===== src/rtl/conv_frame_sequencer.sv =====
// conv_frame_sequencer
//   Top-level frame controller for the convolution pipeline. One frame runs:
//   clear the sub-blocks, load the image, load the kernel, run the GeMM engine,
//   stream the results out over UART, then return to idle.
//
// Ports
//   clk            : sole clock, rising edge
//   reset          : asynchronous active-low reset
//   go             : frame request (sampled in IDLE and ERR only)
//   abort          : synchronous abort of the frame in progress
//   img_load_done  : image BRAM fully written (level)
//   ker_load_done  : kernel registers loaded (level)
//   compute_done   : GeMM engine finished (level)
//   read_done      : UART reader finished (level)
//   sub_rst        : active-high reset to loaders, engine and reader
//   img_load_en    : image loader enable
//   ker_load_en    : kernel loader enable
//   compute_start  : 1-cycle engine start pulse
//   read_start     : 1-cycle reader start pulse
//   bram_sel       : output BRAM owner (0 none, 1 engine, 2 reader)
//   busy           : frame in progress
//   frame_done     : 1-cycle pulse per completed frame
//   error          : sticky watchdog error
//   frame_count    : completed frames, modulo 256
//
// Configuration
//   SEQ_WATCHDOG_EN : when defined, a per-state watchdog of TIMEOUT_CYCLES clk
//                     cycles sends a stalled frame to ERR. When undefined, ERR
//                     is unreachable and error is tied low.

module conv_frame_sequencer #(
  parameter logic [23:0] TIMEOUT_CYCLES = 24'd16777215
) (
  input  logic       clk,
  input  logic       reset,
  input  logic       go,
  input  logic       abort,
  input  logic       img_load_done,
  input  logic       ker_load_done,
  input  logic       compute_done,
  input  logic       read_done,
  output logic       sub_rst,
  output logic       img_load_en,
  output logic       ker_load_en,
  output logic       compute_start,
  output logic       read_start,
  output logic [1:0] bram_sel,
  output logic       busy,
  output logic       frame_done,
  output logic       error,
  output logic [7:0] frame_count
);

  typedef enum logic [2:0] {
    S_IDLE,
    S_CLEAR,
    S_LOAD_IMG,
    S_LOAD_KER,
    S_COMPUTE,
    S_READOUT,
    S_DONE,
    S_ERR
  } state_e;

  state_e     state_q, state_d;
  logic       timeout;

  logic       sub_rst_q;
  logic       img_load_en_q;
  logic       ker_load_en_q;
  logic       compute_start_q;
  logic       read_start_q;
  logic [1:0] bram_sel_q;
  logic       busy_q;
  logic       frame_done_q;
  logic [7:0] frame_count_q;

`ifdef SEQ_WATCHDOG_EN
  logic [23:0] wd_q;
  logic        error_q;

  // Counter restarts on every state change; it only advances in the busy
  // states, so IDLE/DONE/ERR never trip it.
  always_ff @(posedge clk or negedge reset) begin
    if (!reset) begin
      wd_q <= '0;
    end else if (state_d != state_q) begin
      wd_q <= '0;
    end else if (state_q inside {S_CLEAR, S_LOAD_IMG, S_LOAD_KER, S_COMPUTE, S_READOUT}) begin
      wd_q <= wd_q + 24'd1;
    end
  end

  assign timeout = (wd_q == TIMEOUT_CYCLES - 24'd1);

  always_ff @(posedge clk or negedge reset) begin
    if (!reset) begin
      error_q <= 1'b0;
    end else begin
      error_q <= (state_d == S_ERR);
    end
  end

  assign error = error_q;
`else
  logic unused_timeout_cycles;
  assign unused_timeout_cycles = ^TIMEOUT_CYCLES;
  assign timeout = 1'b0;
  assign error   = 1'b0;
`endif

  // Abort outranks the done inputs, and both outrank the watchdog. Done inputs
  // are only looked at while already in the state, so a done that is high on
  // entry still leaves the state one full cycle (start pulse always issued).
  always_comb begin
    state_d = state_q;
    unique case (state_q)
      S_IDLE:     if (go) state_d = S_CLEAR;
      S_CLEAR:    state_d = abort ? S_IDLE : S_LOAD_IMG;
      S_LOAD_IMG: begin
        if (abort)              state_d = S_IDLE;
        else if (img_load_done) state_d = S_LOAD_KER;
        else if (timeout)       state_d = S_ERR;
      end
      S_LOAD_KER: begin
        if (abort)              state_d = S_IDLE;
        else if (ker_load_done) state_d = S_COMPUTE;
        else if (timeout)       state_d = S_ERR;
      end
      S_COMPUTE: begin
        if (abort)             state_d = S_IDLE;
        else if (compute_done) state_d = S_READOUT;
        else if (timeout)      state_d = S_ERR;
      end
      S_READOUT: begin
        if (abort)          state_d = S_IDLE;
        else if (read_done) state_d = S_DONE;
        else if (timeout)   state_d = S_ERR;
      end
      S_DONE:     state_d = S_IDLE;
      S_ERR:      if (go) state_d = S_CLEAR;
      default:    state_d = S_IDLE;
    endcase
  end

  // Outputs are registered from the next state so they line up with state_q
  // without a decode stage; bram_sel therefore switches 1 -> 2 in one edge.
  always_ff @(posedge clk or negedge reset) begin
    if (!reset) begin
      state_q         <= S_IDLE;
      sub_rst_q       <= 1'b1;
      img_load_en_q   <= 1'b0;
      ker_load_en_q   <= 1'b0;
      compute_start_q <= 1'b0;
      read_start_q    <= 1'b0;
      bram_sel_q      <= 2'd0;
      busy_q          <= 1'b0;
      frame_done_q    <= 1'b0;
      frame_count_q   <= '0;
    end else begin
      state_q         <= state_d;
      sub_rst_q       <= (state_d == S_CLEAR);
      img_load_en_q   <= (state_d == S_LOAD_IMG);
      ker_load_en_q   <= (state_d == S_LOAD_KER);
      compute_start_q <= (state_d == S_COMPUTE) && (state_q != S_COMPUTE);
      read_start_q    <= (state_d == S_READOUT) && (state_q != S_READOUT);
      bram_sel_q      <= (state_d == S_COMPUTE) ? 2'd1 :
                         (state_d == S_READOUT) ? 2'd2 : 2'd0;
      busy_q          <= state_d inside {S_CLEAR, S_LOAD_IMG, S_LOAD_KER,
                                         S_COMPUTE, S_READOUT};
      frame_done_q    <= (state_d == S_DONE);
      if (state_d == S_DONE) begin
        frame_count_q <= frame_count_q + 8'd1;
      end
    end
  end

  assign sub_rst       = sub_rst_q;
  assign img_load_en   = img_load_en_q;
  assign ker_load_en   = ker_load_en_q;
  assign compute_start = compute_start_q;
  assign read_start    = read_start_q;
  assign bram_sel      = bram_sel_q;
  assign busy          = busy_q;
  assign frame_done    = frame_done_q;
  assign frame_count   = frame_count_q;

endmodule


===== config.mk =====
export PLATFORM = sky130hd
export DESIGN_NAME = conv_frame_sequencer
export DESIGN_NICKNAME = d
export VERILOG_FILES = /design/src/rtl/conv_frame_sequencer.sv
export SDC_FILE = /design/constraint.sdc
export NUM_CORES = 1
export LEC_CHECK = 0
export BUFFER_PORTS_ARGS = -buffer_cell sky130_fd_sc_hd__buf_2
export CELL_PAD_IN_SITES_DETAIL_PLACEMENT = 1
export CELL_PAD_IN_SITES_GLOBAL_PLACEMENT = 1
export CORE_MARGIN = 10
export CORE_UTILIZATION = 38
export CTS_CLUSTER_SIZE = 25
export DETAILED_ROUTE_END_ITERATION = 7
export PLACE_DENSITY = 0.79
export SLEW_MARGIN = 20
export SYNTH_ARGS = -nofsm -noshare
export SYNTH_HDL_FRONTEND = slang
export SYNTH_SLANG_ARGS = --single-unit

===== constraint.sdc =====
create_clock -name clk -period 2.1 [get_ports clk]
set_input_delay 0.105 -clock clk [delete_from_list [all_inputs] [get_ports clk]]
set_output_delay 0.105 -clock clk [all_outputs]
set_load 0.02 [all_outputs]

==> metrics.md, run 1 <==
| Metric | Value |
|---|---|
| Post-layout min period | `1.70 ns` |
| IO Count | `26` |
| DR vias/cell | `5.09` |
| First-pass GRT wire length | `3190 um` |
| P_leak | `0.000574 uW` |
| CP Capture Type | `register` |
| Synthesized cell area | `between 800 and 900 um2` |
| Post-CTS Setup Repair Bufs | `0` |
| Die area | `4700 um2` |
| Final Cycle Share | `roughly 81%` |
| Layout cells sized above 1 | `34.3%` |
| Kind of critical path | `register to register` |
| Setup crit end | `busy` |
| Skew-Pair Late Insertion Delay | `0.29 ns` |
| Worst reg2reg startpoint | `state_q[0]` |
| Cell taking the most area after synthesis | `dfrtp_1` |
| FMAX | `587 MHz` |
| Finished Core Util | `47.6%` |
| Hold Vio Cnt, Final | `0` |
| Register area share after synthesis | `a little under three fifths` |
| Reg2Reg Setup Slack | `0.40 ns` |
| Clk_skew | `0.00214 ns` |
| Primary FF master, synth | `dfrtp_1` |
| Final WL | `1940 um` |
| H-tree depth | `1` |
| Largest net degree at the start of global routing | `21` |
| Max FO, Critical Path | `11` |
| Avg Inst Size Synth | `12.1 um2` |
| Number of global-route vias before repair | `690` |
| Via count | `647` |
| Die extent in y | `68.6 um` |
| Synth area leaders | `dfrtp_1, xnor2_1, nor3b_1, dfstp_2, and3_1` |
| Setup TNS | `0 ns` |
| Setup WS post-layout | `just under 0.4 ns` |
| CP Launch Type | `register` |
| Syn Nets | `83` |
| Worst slack, placed | `approximately 0.42 ns` |
| CTS tree | `done` |
| FF-to-FF path depth | `4` |
| Max VDD drop | `566 uV` |
| Filler cell count | `263` |
| N_diodes | `0` |
| Row count | `17` |
| PD cells | `956 nW/um2` |
| Port Buffers | `24` |
| EDFF count, synth | `0` |
| R2R Path End | `busy` |
| Placer Congestion | `between 0.7 and 0.8` |
| Final Net Count | `roughly 110` |
| Core ar. | `2230 um2` |
| Outcome | `finished clean` |
| Final ANT Viol Nets | `0` |
| Gr ovfl total | `0` |
| GRT Total Usage | `~9%` |
| CTS resizes | `0` |
| Asr flop ratio synth | `between 90% and 100%` |
| Arr. time, crit path | `1.89 ns` |
| Yosys reg bits | `20` |
| CTS max path bufs | `2` |
| DRC | `0` |
| Hold WC Path Type | `input pin to register` |
| Fin. max-slew vios | `0` |
| CTS clk-pin slew, worst paths | `0.12 ns` |
| Crit path from | `state_q[0]` |
| Synth warn | `0` |
| Initial Util | `40.2%` |
| CTS root buffer | `clkbuf_4` |
| Routed length per instance | `between 15 and 20 um` |
| Critical Path RT | `approximately 2.3 ns` |
| Mapped Cells | `between 70 and 80` |
| Detailed Place HPWL | `around 1500 um` |
| CTS Sinks | `20` |
| Yosys top cell area share | `53.0%` |
| Final setup fails | `0` |
| Distinct cells, synth | `34` |
| RSZ-0062 raised after global routing | `no` |
| CTS Buf Count | `3` |
| Antenna violations before repair | `0` |
| Die width | `68.6 um` |
| Drt initial violations | `14` |
| Total design power | `1020 uW` |
| Area Overhead vs Synth | `18.5%` |
| DRT Pass-1 Iters | `2` |
| Max Cap Violations | `0` |
## metal layers
metal,vias to the layer above,GRT usage (%),wire [um]
met5,-,0,0
met4,0,2.51,11
met3,2,2.74,119
met2,14,14.6,989
met1,328,10.6,822
li1,303,-,-
## kinds of logic after synthesis
group	synth area share, %
simple gates	22.7
flops	55.9
compound gates	6.70
xor+xnor	6.83
buf+inv	4.74
fa+ha+maj	1.39
other cells	0.418
mux	1.26
## placed cells by master (no fill, tap or decap), drive strengths merged, types with 2 or more instances in the layout
| cell | instances |
|---|---|
| xnor2 | 6 |
| buf | 24 |
| inv | 2 |
| nand2b | 3 |
| nand4 | 3 |
| and2 | 2 |
| nor3b | 5 |
| dfrtp | 19 |
| clkbuf | 4 |
| or2b | 2 |
| nor2 | 2 |
| and3 | 4 |
| or3b | 2 |
| nand2 | 3 |
| a21oi | 3 |
## through the flow
step                      area, um2  hold WS, ns  std cells
after floorplan                 897       -0.191         74
after global placement         1020       0.0656        122
after detailed placement       1020       0.0758        122
after CTS                      1060       0.0777        127
after global routing           1060       0.0769        127
final                          1060       0.0769        127
## state kept, by name, indices dropped and copies added, names as in the netlist
signal / count
frame_count: 8
state_q: 3
bram_sel: 2
busy: 1
compute_start: 1
frame_done: 1
img_load_en: 1
ker_load_en: 1
read_start: 1
sub_rst: 1
## power by group
part / switching, uW / internal, uW
clock: 118 / 106
combinational: 158 / 120
sequential: 63.1 / 452
total: 339 / 677
## how the worst min path moves through the flow
stage	cells past startpoint	startpoint	slack, ns	to
CTS	3	compute_done	0.08	read_start
detailed placement	1	reset	0.08	read_start
global route	3	compute_done	0.08	read_start
floorplan	0	reset	-0.19	bram_sel[0]
global placement	1	reset	0.07	frame_count[6]
finish	3	compute_done	0.08	read_start
## critical path, stage by stage (launching register included)
cell,delay (ns)
dfrtp_1,0.50
and2_4,0.19
a21o_1,0.16
or3_1,0.44
o31a_1,0.30
## synthesized netlist by cell type, drive strengths merged, types with 2 or more instances
library cell	number
or3b	2
and2	2
xnor2	6
a21oi	3
nor3b	5
nor2	2
nand2b	3
and3	4
dfrtp	19
nand2	3
buf	4
inv	2
or2b	2
nand4	3
## layout make-up
class / count / area (um2) / area share (%)
clock buffer: 4 / 36.3 / 3.41
tap: 28 / 35.0 / 3.29
sequential: 20 / 502 / 47.2
timing repair buffer: 25 / 130 / 12.2
inverter: 2 / 7.51 / 0.706
multi-input combinational: 48 / 353 / 33.2
## what timing repair did
item	in CTS	in global routing
hold buffers	1	0
setup endpoints to repair	0	0
endpoints found under the hold margin	19	0
(Power assumes the default switching activity.)
==> inputs of run 2 (changes only) <==
Settings changed: CORE_UTILIZATION 38 to 34, PLACE_DENSITY 0.79 to 0.74.
Clock period 2.1 ns to 1.53 ns, I/O delays scaled along.
==> run 2 against run 1 <==
Against the previous run: largest cell class unchanged; largest power group unchanged; the flow now finishes with violations (setup timing); utilization up 1.0 points; critical path type unchanged; routed wire length grew 11%; cell count up 9.4%; count of clock-buffer cells in the layout did not move; first-iteration DRC count grew 29%; final area grew 14%; clock power rose by 41%; clock skew is essentially flat.
==> metrics.md, run 2 (same netlist as run 1, synthesis figures left out) <==
| Metric | Value |
|---|---|
| CTS clk-pin slew, worst paths | `0.12 ns` |
| CTS Sinks | `20` |
| Max Cap Violations | `0` |
| H-tree depth | `1` |
| Non-filler cells, final | `139` |
| FMAX | `about 640 MHz` |
| RSZ-0062 raised after global routing | `yes` |
| Detailed Place HPWL | `1590 um` |
| Area of the multi-input gates | `413 um2` |
| Hold path depth | `3` |
| FF-to-FF path depth | `4` |
| Placed cell areas | `1060 um2` |
| Number of global-route vias before repair | `approximately 720` |
| DRC | `0` |
| P_leak | `0.000636 uW` |
| Outcome | `finished, violations left` |
| CP Capture Type | `register` |
| Row count | `18` |
| Worst slack, placed | `-0.109 ns` |
| Placed cell count | `130` |
| Via count | `approximately 700` |
| PD cells | `1350 nW/um2` |
| CTS tree | `done` |
| Largest net degree at the start of global routing | `21` |
| CTS max path bufs | `2` |
| Filler cell count | `around 280` |
| Failing checks | `setup timing` |
| CTS Buf Count | `3` |
| Area Overhead vs Synth | `35.6%` |
| Antenna violations before repair | `0` |
| Die extent in y | `71.4 um` |
| Die area | `5090 um2` |
| Hold WC Path Type | `input pin to register` |
| Worst hold slack | `0.00533 ns` |
| CTS root buffer | `clkbuf_4` |
| Core ar. | `2500 um2` |
| Die width | `71.4 um` |
| DR vias/cell | `4.93` |
| N_diodes | `0` |
| DRT Pass-1 Iters | `4` |
| Critical Path RT | `1.74 ns` |
| GRT Total Usage | `8.66%` |
| CP Launch Type | `register` |
| Final Cycle Share | `102%` |
| Commonest non-fill, non-tap cell in the layout | `buf_2` |
| IO Count | `26` |
| Setup WS post-layout | `-0.0235 ns` |
| Post-layout min period | `around 1.6 ns` |
| Final ANT Viol Nets | `0` |
| Final Instance Area | `about 1200 um2` |
| Final setup fails | `1` |
| Max reg flops | `8` |
| Clk_skew | `0.00252 ns` |
| Placer Congestion | `0.714` |
| Initial Util | `35.9%` |
| Hold Vio Cnt, Final | `0` |
| Max FO, Critical Path | `8` |
| First-pass GRT wire length | `3540 um` |
| Final Net Count | `119` |
| Drt initial violations | `18` |
| Setup TNS | `-0.0235 ns` |
| Port Buffers | `24` |
| Final WL | `2150 um` |
| Arr. time, crit path | `1.76 ns` |
| Routed length per instance | `15.5 um` |
| Layout cells sized above 1 | `52.3%` |
| Skew-Pair Late Insertion Delay | `0.31 ns` |
| Max VDD drop | `730 uV` |
| Fin. max-slew vios | `0` |
| Sequential Area | `505 um2` |
| Leading cell types in the layout, fill and taps excluded | `buf_2, dfrtp_1, buf_4` |
| Gr ovfl total | `0` |
| Kind of critical path | `register to register` |
run 2: changes by cell type in the layout (fill, tap and decap cells not counted), moves of 2 or more:
| cell | delta |
|---|---|
| dfrtp_2 | +3 |
| a21oi_2 | +2 |
| buf_4 | +7 |
| nor3b_1 | -3 |
| dfrtp_1 | -3 |
| nor3b_2 | +3 |
| a21oi_1 | -2 |
| buf_6 | +3 |
run 2: routing by layer:
layer  global-route usage [%]  wire, um  vias to the layer above
met5                        0         0                        -
met4                     5.16        57                        0
met3                     3.17       152                        5
met2                     13.8      1040                       18
met1                     9.62       902                      339
li1                         -         -                      323
run 2: worst max-delay path, cell delays in order, from the launching register on:
cell and delay, ns:
dfrtp_2 0.47, and2_4 0.16, a21o_1 0.15, or3_4 0.39
o31a_1 0.29
run 2: what timing repair did:
| item | in CTS | in global routing |
|---|---|---|
| setup endpoints to repair | 11 | 11 |
| cloned | 0 | 0 |
| hold buffers | 1 | 0 |
| buffers inserted | 3 | 1 |
| pin swaps | 3 | 2 |
| endpoints found under the hold margin | 19 | 0 |
| resized for setup | 13 | 7 |
run 2: cell type report:
cell class | count | share of cell area, %
tap | 30 | 3.09
inverter | 2 | 0.617
clock buffer | 4 | 2.98
sequential | 20 | 41.6
multi-input combinational | 48 | 34.0
timing repair buffer | 35 | 17.8
run 2: worst paths after layout:
check,from,endpoint,slack [ns]
worst max-delay path,state_q[1],busy,-0.02
worst min-delay path,compute_done,read_start,0.005
worst max register to register,state_q[1],busy,-0.02
worst min register to register,frame_count[7],frame_count[7],0.47
max in group asynchronous,reset,sub_rst,0.97
min in group asynchronous,reset,frame_done,0.23
run 2: metrics by stage:
| step | utilization, % | total power (uW) |
|---|---|---|
| 3_5_place_dp | 42.6 | 1160 |
| 4_1_cts | 46.9 | 1600 |
| 6_report | 48.6 | 1640 |
| 3_3_place_gp | 42.6 | 1140 |
| 5_1_grt | 48.6 | 1730 |
| 2_1_floorplan | - | 1020 |
run 2: where the power goes:
part	switching (uW)	leakage, uW	internal (uW)
clock	171	0.0000210	145
combinational	301	0.000349	317
sequential	79.0	0.000266	626
